**src/rtl/regfile_wb_arbiter_pkg.sv**
```systemverilog
// Shared types, default sizes and helpers for the register-file writeback arbiter.
package regfile_wb_pkg;

  localparam int DEF_NUM_SRC = 4;
  localparam int DEF_NUM_WP  = 3;
  localparam int DEF_ADDR_W  = 7;
  localparam int DEF_DATA_W  = 64;

  localparam int PTR_W = $clog2(DEF_NUM_SRC);

  typedef struct packed {
    logic [DEF_ADDR_W-1:0] addr;
    logic [DEF_DATA_W-1:0] data;
  } wb_req_t;

  // Rotating index: (base + off) wrapped into 0..n-1.
  function automatic int wrap_add(input int base, input int off, input int n);
    return (base + off) % n;
  endfunction

endpackage

```
**src/rtl/regfile_wb_arbiter_if.sv**
```systemverilog
// Source handshake and register-file write-port bundle for regfile_wb_arbiter.
// slave: the arbiter side; master: the functional units / register file side.
interface regfile_wb_arbiter_if
  import regfile_wb_pkg::*;
#(
  parameter int NUM_SRC = DEF_NUM_SRC,
  parameter int NUM_WP  = DEF_NUM_WP,
  parameter int ADDR_W  = DEF_ADDR_W,
  parameter int DATA_W  = DEF_DATA_W
) ();

  logic [NUM_SRC-1:0]             io_src_valid;
  logic [NUM_SRC-1:0]             io_src_ready;
  logic [NUM_SRC-1:0][ADDR_W-1:0] io_src_addr;
  logic [NUM_SRC-1:0][DATA_W-1:0] io_src_data;

  logic [NUM_WP-1:0]              io_write_ports_valid;
  logic [NUM_WP-1:0][ADDR_W-1:0]  io_write_ports_bits_addr;
  logic [NUM_WP-1:0][DATA_W-1:0]  io_write_ports_bits_data;

  modport slave (
    input  io_src_valid, io_src_addr, io_src_data,
    output io_src_ready,
    output io_write_ports_valid, io_write_ports_bits_addr, io_write_ports_bits_data
  );

  modport master (
    output io_src_valid, io_src_addr, io_src_data,
    input  io_src_ready,
    input  io_write_ports_valid, io_write_ports_bits_addr, io_write_ports_bits_data
  );

endinterface

```
**src/rtl/regfile_wb_arbiter_rr.sv**
```systemverilog
// Combinational multi-grant round-robin selector. Scans buffered entries from
// rr_ptr, consumes address-0 entries without a port, skips entries whose
// address is already granted this cycle, and packs grants onto ports in order.
module wb_rr_multi_grant
  import regfile_wb_pkg::*;
#(
  parameter int NUM_SRC = DEF_NUM_SRC,
  parameter int NUM_WP  = DEF_NUM_WP,
  parameter int ADDR_W  = DEF_ADDR_W
) (
  input  logic [NUM_SRC-1:0]                     buf_valid_i,
  input  logic [NUM_SRC-1:0][ADDR_W-1:0]         buf_addr_i,
  input  logic [$clog2(NUM_SRC)-1:0]             rr_ptr_i,
  output logic [NUM_SRC-1:0]                     grant_o,
  output logic [NUM_WP-1:0][$clog2(NUM_SRC)-1:0] port_src_o,
  output logic [NUM_WP-1:0]                      port_vld_o
);

  localparam int SW = $clog2(NUM_SRC);

  logic [NUM_WP-1:0][ADDR_W-1:0] port_addr;
  logic [SW-1:0]                 idx;
  logic                          hit;
  int                            used;

  // Priority scan: grant in rotated order until every write port is taken
  always_comb begin
    grant_o    = '0;
    port_src_o = '0;
    port_vld_o = '0;
    port_addr  = '0;
    idx        = '0;
    hit        = 1'b0;
    used       = 0;
    for (int s = 0; s < NUM_SRC; s++) begin
      idx = SW'(wrap_add(int'(rr_ptr_i), s, NUM_SRC));
      hit = 1'b0;
      for (int p = 0; p < NUM_WP; p++) begin
        if (port_vld_o[p] && (port_addr[p] == buf_addr_i[idx])) hit = 1'b1;
      end
      if (buf_valid_i[idx]) begin
        if (buf_addr_i[idx] == '0) begin
          // Writes to register 0 are discarded, so they never need a port.
          grant_o[idx] = 1'b1;
        end else if (!hit && (used < NUM_WP)) begin
          grant_o[idx] = 1'b1;
          for (int p = 0; p < NUM_WP; p++) begin
            if (p == used) begin
              port_vld_o[p] = 1'b1;
              port_src_o[p] = idx;
              port_addr[p]  = buf_addr_i[idx];
            end
          end
          used = used + 1;
        end
      end
    end
  end

endmodule

```
**src/rtl/regfile_wb_arbiter.sv**
```systemverilog
// Writeback front end for the integer physical register file: one-entry buffer
// per source, rotating multi-grant onto NUM_WP registered write ports, and no
// two ports ever carry the same nonzero address in a cycle.
// Optional feature macro: REGFILE_WB_PERF_EN enables the 32-bit saturating
// stall counter on io_perf_stall_count; otherwise that output is tied to 0.
module regfile_wb_arbiter
  import regfile_wb_pkg::*;
#(
  parameter int NUM_SRC = DEF_NUM_SRC,
  parameter int NUM_WP  = DEF_NUM_WP,
  parameter int ADDR_W  = DEF_ADDR_W,
  parameter int DATA_W  = DEF_DATA_W
) (
  input  logic                 clock,
  input  logic                 reset,
  regfile_wb_arbiter_if.slave  wb,
  output logic [31:0]          io_perf_stall_count
);

  localparam int SW = $clog2(NUM_SRC);

  logic [NUM_SRC-1:0]             buf_valid_q;
  logic [NUM_SRC-1:0][ADDR_W-1:0] buf_addr_q;
  logic [NUM_SRC-1:0][DATA_W-1:0] buf_data_q;
  logic [SW-1:0]                  rr_ptr_q;
  logic [SW-1:0]                  rr_ptr_d;

  logic [NUM_SRC-1:0]             grant;
  logic [NUM_SRC-1:0]             src_ready;
  logic [NUM_SRC-1:0]             src_xfer;
  logic [NUM_WP-1:0][SW-1:0]      port_src;
  logic [NUM_WP-1:0]              port_vld;

  logic [NUM_WP-1:0]              wp_valid_q;
  logic [NUM_WP-1:0][ADDR_W-1:0]  wp_addr_q;
  logic [NUM_WP-1:0][DATA_W-1:0]  wp_data_q;

  // Ready depends only on buffer state and grant, never on the source inputs.
  assign src_ready       = ~buf_valid_q | grant;
  assign src_xfer        = wb.io_src_valid & src_ready;
  assign wb.io_src_ready = src_ready;

  wb_rr_multi_grant #(
    .NUM_SRC (NUM_SRC),
    .NUM_WP  (NUM_WP),
    .ADDR_W  (ADDR_W)
  ) u_grant (
    .buf_valid_i (buf_valid_q),
    .buf_addr_i  (buf_addr_q),
    .rr_ptr_i    (rr_ptr_q),
    .grant_o     (grant),
    .port_src_o  (port_src),
    .port_vld_o  (port_vld)
  );

  // Buffer occupancy: a granted entry frees, a transfer (possibly same edge) refills
  always_ff @(posedge clock or posedge reset) begin
    if (reset) buf_valid_q <= '0;
    else       buf_valid_q <= src_xfer | (buf_valid_q & ~grant);
  end

  // Buffer payload captures on each accepted transfer
  always_ff @(posedge clock) begin
    for (int i = 0; i < NUM_SRC; i++) begin
      if (src_xfer[i]) begin
        buf_addr_q[i] <= wb.io_src_addr[i];
        buf_data_q[i] <= wb.io_src_data[i];
      end
    end
  end

  // Next pointer: one past the last port-using grant; ports fill in scan order
  always_comb begin
    rr_ptr_d = rr_ptr_q;
    for (int k = 0; k < NUM_WP; k++) begin
      if (port_vld[k]) rr_ptr_d = SW'(wrap_add(int'(port_src[k]), 1, NUM_SRC));
    end
  end

  // Rotating-priority pointer register
  always_ff @(posedge clock or posedge reset) begin
    if (reset) rr_ptr_q <= '0;
    else       rr_ptr_q <= rr_ptr_d;
  end

  // Write-port enables
  always_ff @(posedge clock or posedge reset) begin
    if (reset) wp_valid_q <= '0;
    else       wp_valid_q <= port_vld;
  end

  // Write-port address/data; idle ports keep their last value
  always_ff @(posedge clock) begin
    for (int k = 0; k < NUM_WP; k++) begin
      if (port_vld[k]) begin
        wp_addr_q[k] <= buf_addr_q[port_src[k]];
        wp_data_q[k] <= buf_data_q[port_src[k]];
      end
    end
  end

  assign wb.io_write_ports_valid     = wp_valid_q;
  assign wb.io_write_ports_bits_addr = wp_addr_q;
  assign wb.io_write_ports_bits_data = wp_data_q;

`ifdef REGFILE_WB_PERF_EN
  logic [NUM_SRC-1:0] nz_pend;
  logic [31:0]        stall_cnt_q;

  // Nonzero entries left waiting this cycle
  always_comb begin
    nz_pend = '0;
    for (int i = 0; i < NUM_SRC; i++) begin
      nz_pend[i] = buf_valid_q[i] & (buf_addr_q[i] != '0) & ~grant[i];
    end
  end

  // Saturating stall counter
  always_ff @(posedge clock or posedge reset) begin
    if (reset) begin
      stall_cnt_q <= '0;
    end else if ((|nz_pend) && (stall_cnt_q != 32'hFFFF_FFFF)) begin
      stall_cnt_q <= stall_cnt_q + 32'd1;
    end
  end

  assign io_perf_stall_count = stall_cnt_q;
`else
  assign io_perf_stall_count = 32'd0;
`endif

endmodule
```
**src/flat_wrapper.sv**
```systemverilog
// flat-port wrapper written by rule: the top's interface ports become plain ports
module regfile_wb_arbiter_flat import regfile_wb_pkg::*;
#(
  parameter int NUM_SRC = DEF_NUM_SRC,
  parameter int NUM_WP  = DEF_NUM_WP,
  parameter int ADDR_W  = DEF_ADDR_W,
  parameter int DATA_W  = DEF_DATA_W
)
  (clock, reset, io_perf_stall_count, wb_io_src_valid, wb_io_src_addr, wb_io_src_data, wb_io_src_ready, wb_io_write_ports_valid, wb_io_write_ports_bits_addr, wb_io_write_ports_bits_data);
  regfile_wb_arbiter_if #(.NUM_SRC(NUM_SRC), .NUM_WP(NUM_WP), .ADDR_W(ADDR_W), .DATA_W(DATA_W)) wb_i ();
  input  logic clock;
  input  logic reset;
  output logic [31:0] io_perf_stall_count;
  input wire logic [$bits(wb_i.io_src_valid)-1:0] wb_io_src_valid;
  input wire logic [$bits(wb_i.io_src_addr)-1:0] wb_io_src_addr;
  input wire logic [$bits(wb_i.io_src_data)-1:0] wb_io_src_data;
  output wire logic [$bits(wb_i.io_src_ready)-1:0] wb_io_src_ready;
  output wire logic [$bits(wb_i.io_write_ports_valid)-1:0] wb_io_write_ports_valid;
  output wire logic [$bits(wb_i.io_write_ports_bits_addr)-1:0] wb_io_write_ports_bits_addr;
  output wire logic [$bits(wb_i.io_write_ports_bits_data)-1:0] wb_io_write_ports_bits_data;
  assign wb_i.io_src_valid = wb_io_src_valid;
  assign wb_i.io_src_addr = wb_io_src_addr;
  assign wb_i.io_src_data = wb_io_src_data;
  assign wb_io_src_ready = wb_i.io_src_ready;
  assign wb_io_write_ports_valid = wb_i.io_write_ports_valid;
  assign wb_io_write_ports_bits_addr = wb_i.io_write_ports_bits_addr;
  assign wb_io_write_ports_bits_data = wb_i.io_write_ports_bits_data;
  regfile_wb_arbiter #(.NUM_SRC(NUM_SRC), .NUM_WP(NUM_WP), .ADDR_W(ADDR_W), .DATA_W(DATA_W)) u_core (.clock(clock), .reset(reset), .wb(wb_i), .io_perf_stall_count(io_perf_stall_count));
endmodule
```
**config.mk**
```make
export PLATFORM = sky130hd
export DESIGN_NAME = regfile_wb_arbiter_flat
export DESIGN_NICKNAME = d
export VERILOG_FILES = /design/src/rtl/regfile_wb_arbiter_pkg.sv /design/src/rtl/regfile_wb_arbiter_if.sv /design/src/rtl/regfile_wb_arbiter_rr.sv /design/src/rtl/regfile_wb_arbiter.sv /design/src/flat_wrapper.sv
export SDC_FILE = /design/constraint.sdc
export NUM_CORES = 1
export LEC_CHECK = 0
export CAP_MARGIN = 20
export CORE_MARGIN = 3
export CORE_UTILIZATION = 56
export CTS_BUF_LIST = sky130_fd_sc_hd__clkbuf_4 sky130_fd_sc_hd__clkbuf_8
export DETAILED_ROUTE_END_ITERATION = 7
export PLACE_DENSITY = 0.88
export SLEW_MARGIN = 0
export SYNTH_ARGS = -nofsm -noshare
export SYNTH_HDL_FRONTEND = slang
export SYNTH_HIERARCHICAL = 1
export SYNTH_SLANG_ARGS = --single-unit
```
**constraint.sdc**
```tcl
create_clock -name clock -period 12.85 [get_ports clock]
set_clock_uncertainty 0.15 [all_clocks]
set_input_delay 3.855 -clock clock [delete_from_list [all_inputs] [get_ports clock]]
set_output_delay 3.855 -clock clock [all_outputs]
set_load 0.005 [all_outputs]
```
==> impl_metrics.ini <==
[sta]
fin_crit_ps = 11760
rsz0062_at_grt = false
setup_viol = 0
drv_slew = 0
hold_violations = 0
timing.fmax_mhz = 85.0
min_period_over_period_pct = 91.5
slew_headroom_pct = 26.5
setup_tns_ps = 0
tightest_slew_ps = 1100

[finish]
area_growth_pct = 29.5
fillers = 2353
final_nets = 1981
drive_above_1_share_pct = 17.1

[setup_path]
critPathKind = flop to primary output
endpoint = wb_io_src_ready[3]
crit_cells = 21
arrival_ps = 7750
crit_chain = buf_4 -> inv_1 -> ha_1 -> mux4_2 -> nor3_2 -> a31oi_2 -> nand2_1 -> a21o_1 -> inv_1 -> nor2_1 -> ha_1 -> and3b_1 -> o21ai_2 -> nor2_1 -> a2111oi_1 -> o22ai_1 -> o31a_4 -> nor2_1 -> o21ai_0 -> nand2b_1 -> clkdlybuf4s50_1
crit_path_top_delay_cell = ha_1
critical_path.max_stage_delay_ps = 1060
worstSetupStartpointType = flop
reg2reg_from = u_core/rr_ptr_q[1]$_DFFE_PP0P_
crit_path_max_fanout = 26
r2r_cells = 21
worstPathRequired_ps = 8840
cp-startpoint = u_core/rr_ptr_q[1]$_DFFE_PP0P_
crit_buf_inv = 4
crit_top_cell = nor2_1
timing.rr.end = u_core/wb.io_write_ports_bits_data[37]$_DFFE_PP_
r2r_slack_ps = 3590
cp_top_family = compound AO/OA/AOI/OAI gates
end_kind = primary output

[yosys]
synth_seq_cells = 506
syn_avg_cell_area_um2 = 20.9
synth_cell_types = 75
synthFlopType = edfxtp_1
synthCells = 1135
synth.cell_area_um2 = 23800
synth_edf_count = 497
yosysWarnings = 6
yosysSeqAreaShare_pct = 63.8
synthArstFlopShare_pct = 1.78

[cts]
cts_buffers = 82
cts_setup_buffers = 0
cts_root_buffer = clkbuf_8
cts-hold-fix-buffers = 0
cts_sinks = 506
cts_tree = done
cts_resized = 0
h-tree-depth = 3
clk_path_buf_depth = 3
clk_latency_ps = 660
path_clk_slew_ps = 60

[placement]
dpl.hpwl_mm = 48.7
gp_congestion = 0.898
portBuffers = 509

[global_routing]
antenna_found_initial = 11
grt_max_degree = 46
grtUsageTotal_pct = 33.3
grt_pass1_wl_mm = 107
first_global_vias = 15600
grt.overflow.total = 0

[drt]
drtPass1Iterations = 7
routed_via_density = 6.60
ant_nets = 0
drc = 0
drtIter0Drc = 1594
routed_wl_mm = 75.2
vias = 15100
post_drt_wl_per_cell_um = 32.9

[job]
maxCapViolCount = 0

[outcome]
outcome = finished clean

[worst_hold_path]
hold_path_class = flop to flop

[die]
die_area_um2 = 44900
coreArea_um2 = 41400
start_util_pct = 57.4
chipWidth_um = 212
die_h_um = 212
num_io_pins = 542
fp-row-count = 74
[worst min path at each step]
stage / startpoint / to / slack, ps / cells after the start
after floorplan: u_core/buf_valid_q[1]$_DFF_PP0_ / u_core/buf_valid_q[1]$_DFF_PP0_ / 410 / 2
after global placement: u_core/buf_valid_q[1]$_DFF_PP0_ / u_core/buf_valid_q[1]$_DFF_PP0_ / 480 / 2
after detailed placement: u_core/buf_valid_q[1]$_DFF_PP0_ / u_core/buf_valid_q[1]$_DFF_PP0_ / 460 / 2
after CTS: u_core/buf_valid_q[1]$_DFF_PP0_ / u_core/buf_valid_q[1]$_DFF_PP0_ / 480 / 2
after global routing: u_core/buf_data_q[65]$_DFFE_PP_ / u_core/wb.io_write_ports_bits_data[1]$_DFFE_PP_ / 530 / 1
final: u_core/buf_valid_q[1]$_DFF_PP0_ / u_core/buf_valid_q[1]$_DFF_PP0_ / 480 / 2
[per-layer routing]
metal  vias to the layer above  part of all wire, %  global-route usage, %
met5                         -                0.033                      0
met4                         4                  4.9                   14.6
met3                       225                   11                   11.2
met2                      1074                   51                   55.5
met1                      7744                   33                   40.1
li1                       6039                    -                      -
[area by class of cell]
class | instances | area, um2 | area share, %
clock inverters | 41 | 263 | 0.854
inverters | 23 | 86.3 | 0.281
repair buffers | 530 | 5250 | 17.1
multi-input cells | 539 | 7990 | 26.0
flip-flops and latches | 506 | 15200 | 49.2
clock buffers | 106 | 1330 | 4.32
well taps | 532 | 666 | 2.16
diodes | 10 | 25.0 | 0.0813
[worst register-to-register path, delay by kind of cell (launching register included)]
family | cells | cell delay, ps
adders and majority gates | 2 | 1290
AOI/OAI and AO/OA | 7 | 2650
DFF | 1 | 320
and+or+nand+nor | 6 | 1550
muxes | 2 | 1340
buffers and inverters | 4 | 1700
[state kept, by name (all words and copies together) (netlist names)]
name                                count
u_core/buf_data_q                     256
u_core/wb.io_write_ports_bits_data    192
u_core/buf_addr_q                      28
u_core/wb.io_write_ports_bits_addr     21
u_core/buf_valid_q                      4
u_core/wb.io_write_ports_valid          3
u_core/rr_ptr_q                         2
[synthesized netlist by cell type (10+ instances only)]
cell type,count,area (um2)
nand3_1,13,65.1
buf_4,38,285
nor2_1,25,93.8
mux4_1,116,3050
buf_2,30,150
xnor2_1,14,123
xor2_1,10,87.6
inv_1,23,86.3
mux4_2,129,2910
nand2_1,30,113
edfxtp_1,497,14900
nand2b_1,10,62.6
buf_6,26,293
nor2b_1,12,75.1
o21ai_0,15,75.1
[placed cells by master, fill, tap and decap left out, types with 5 or more instances in the layout]
master           instances
mux4_1                 116
nor2b_1                 12
conb_1                  32
clkinv_2                 9
clkinv_1                24
clkbuf_4                21
nand4_1                  7
o221ai_1                 5
ha_1                     9
nor2_1                  25
nand2b_1                10
clkdlybuf4s50_1        509
nor3_1                   6
diode_2                 10
o21ai_0                 15
inv_1                   23
mux4_2                 129
nand2_1                 29
a32oi_1                  6
edfxtp_1               497
xor2_1                  10
a222oi_1                 5
dfrtp_1                  8
xnor2_1                 14
nand3_1                 12
a21oi_1                  6
buf_4                   21
clkbuf_8                85
[metrics by stage]
stage | instances | setup WS [ps] | cell area [um2] | hold slack, ps | utilization [%]
final | 2287 | 1090 | 30800 | 480 | 74.3
after global routing | 2283 | 531 | 30800 | 526 | 74.3
after CTS | 2277 | 1170 | 30700 | 482 | 74.3
after detailed placement | 2130 | 1890 | 29100 | 463 | 70.4
after global placement | 2130 | 1970 | 29100 | 478 | 70.4
after floorplan | 1166 | 3850 | 23900 | 409 | -
[logic make-up after synthesis]
group                    synth area share [%]
buffers and inverters                    3.54
multiplexers                             25.4
AO/OA/AOI/OAI                            2.98
flip-flops                               63.8
AND/OR/NAND/NOR                          2.96
XOR/XNOR                                0.885
other                                  0.0158
adder cells (fa/ha/maj)                 0.474
Power is not shown: default switching activity piles up to over one toggle a cycle in this logic, so the estimate is an artifact.
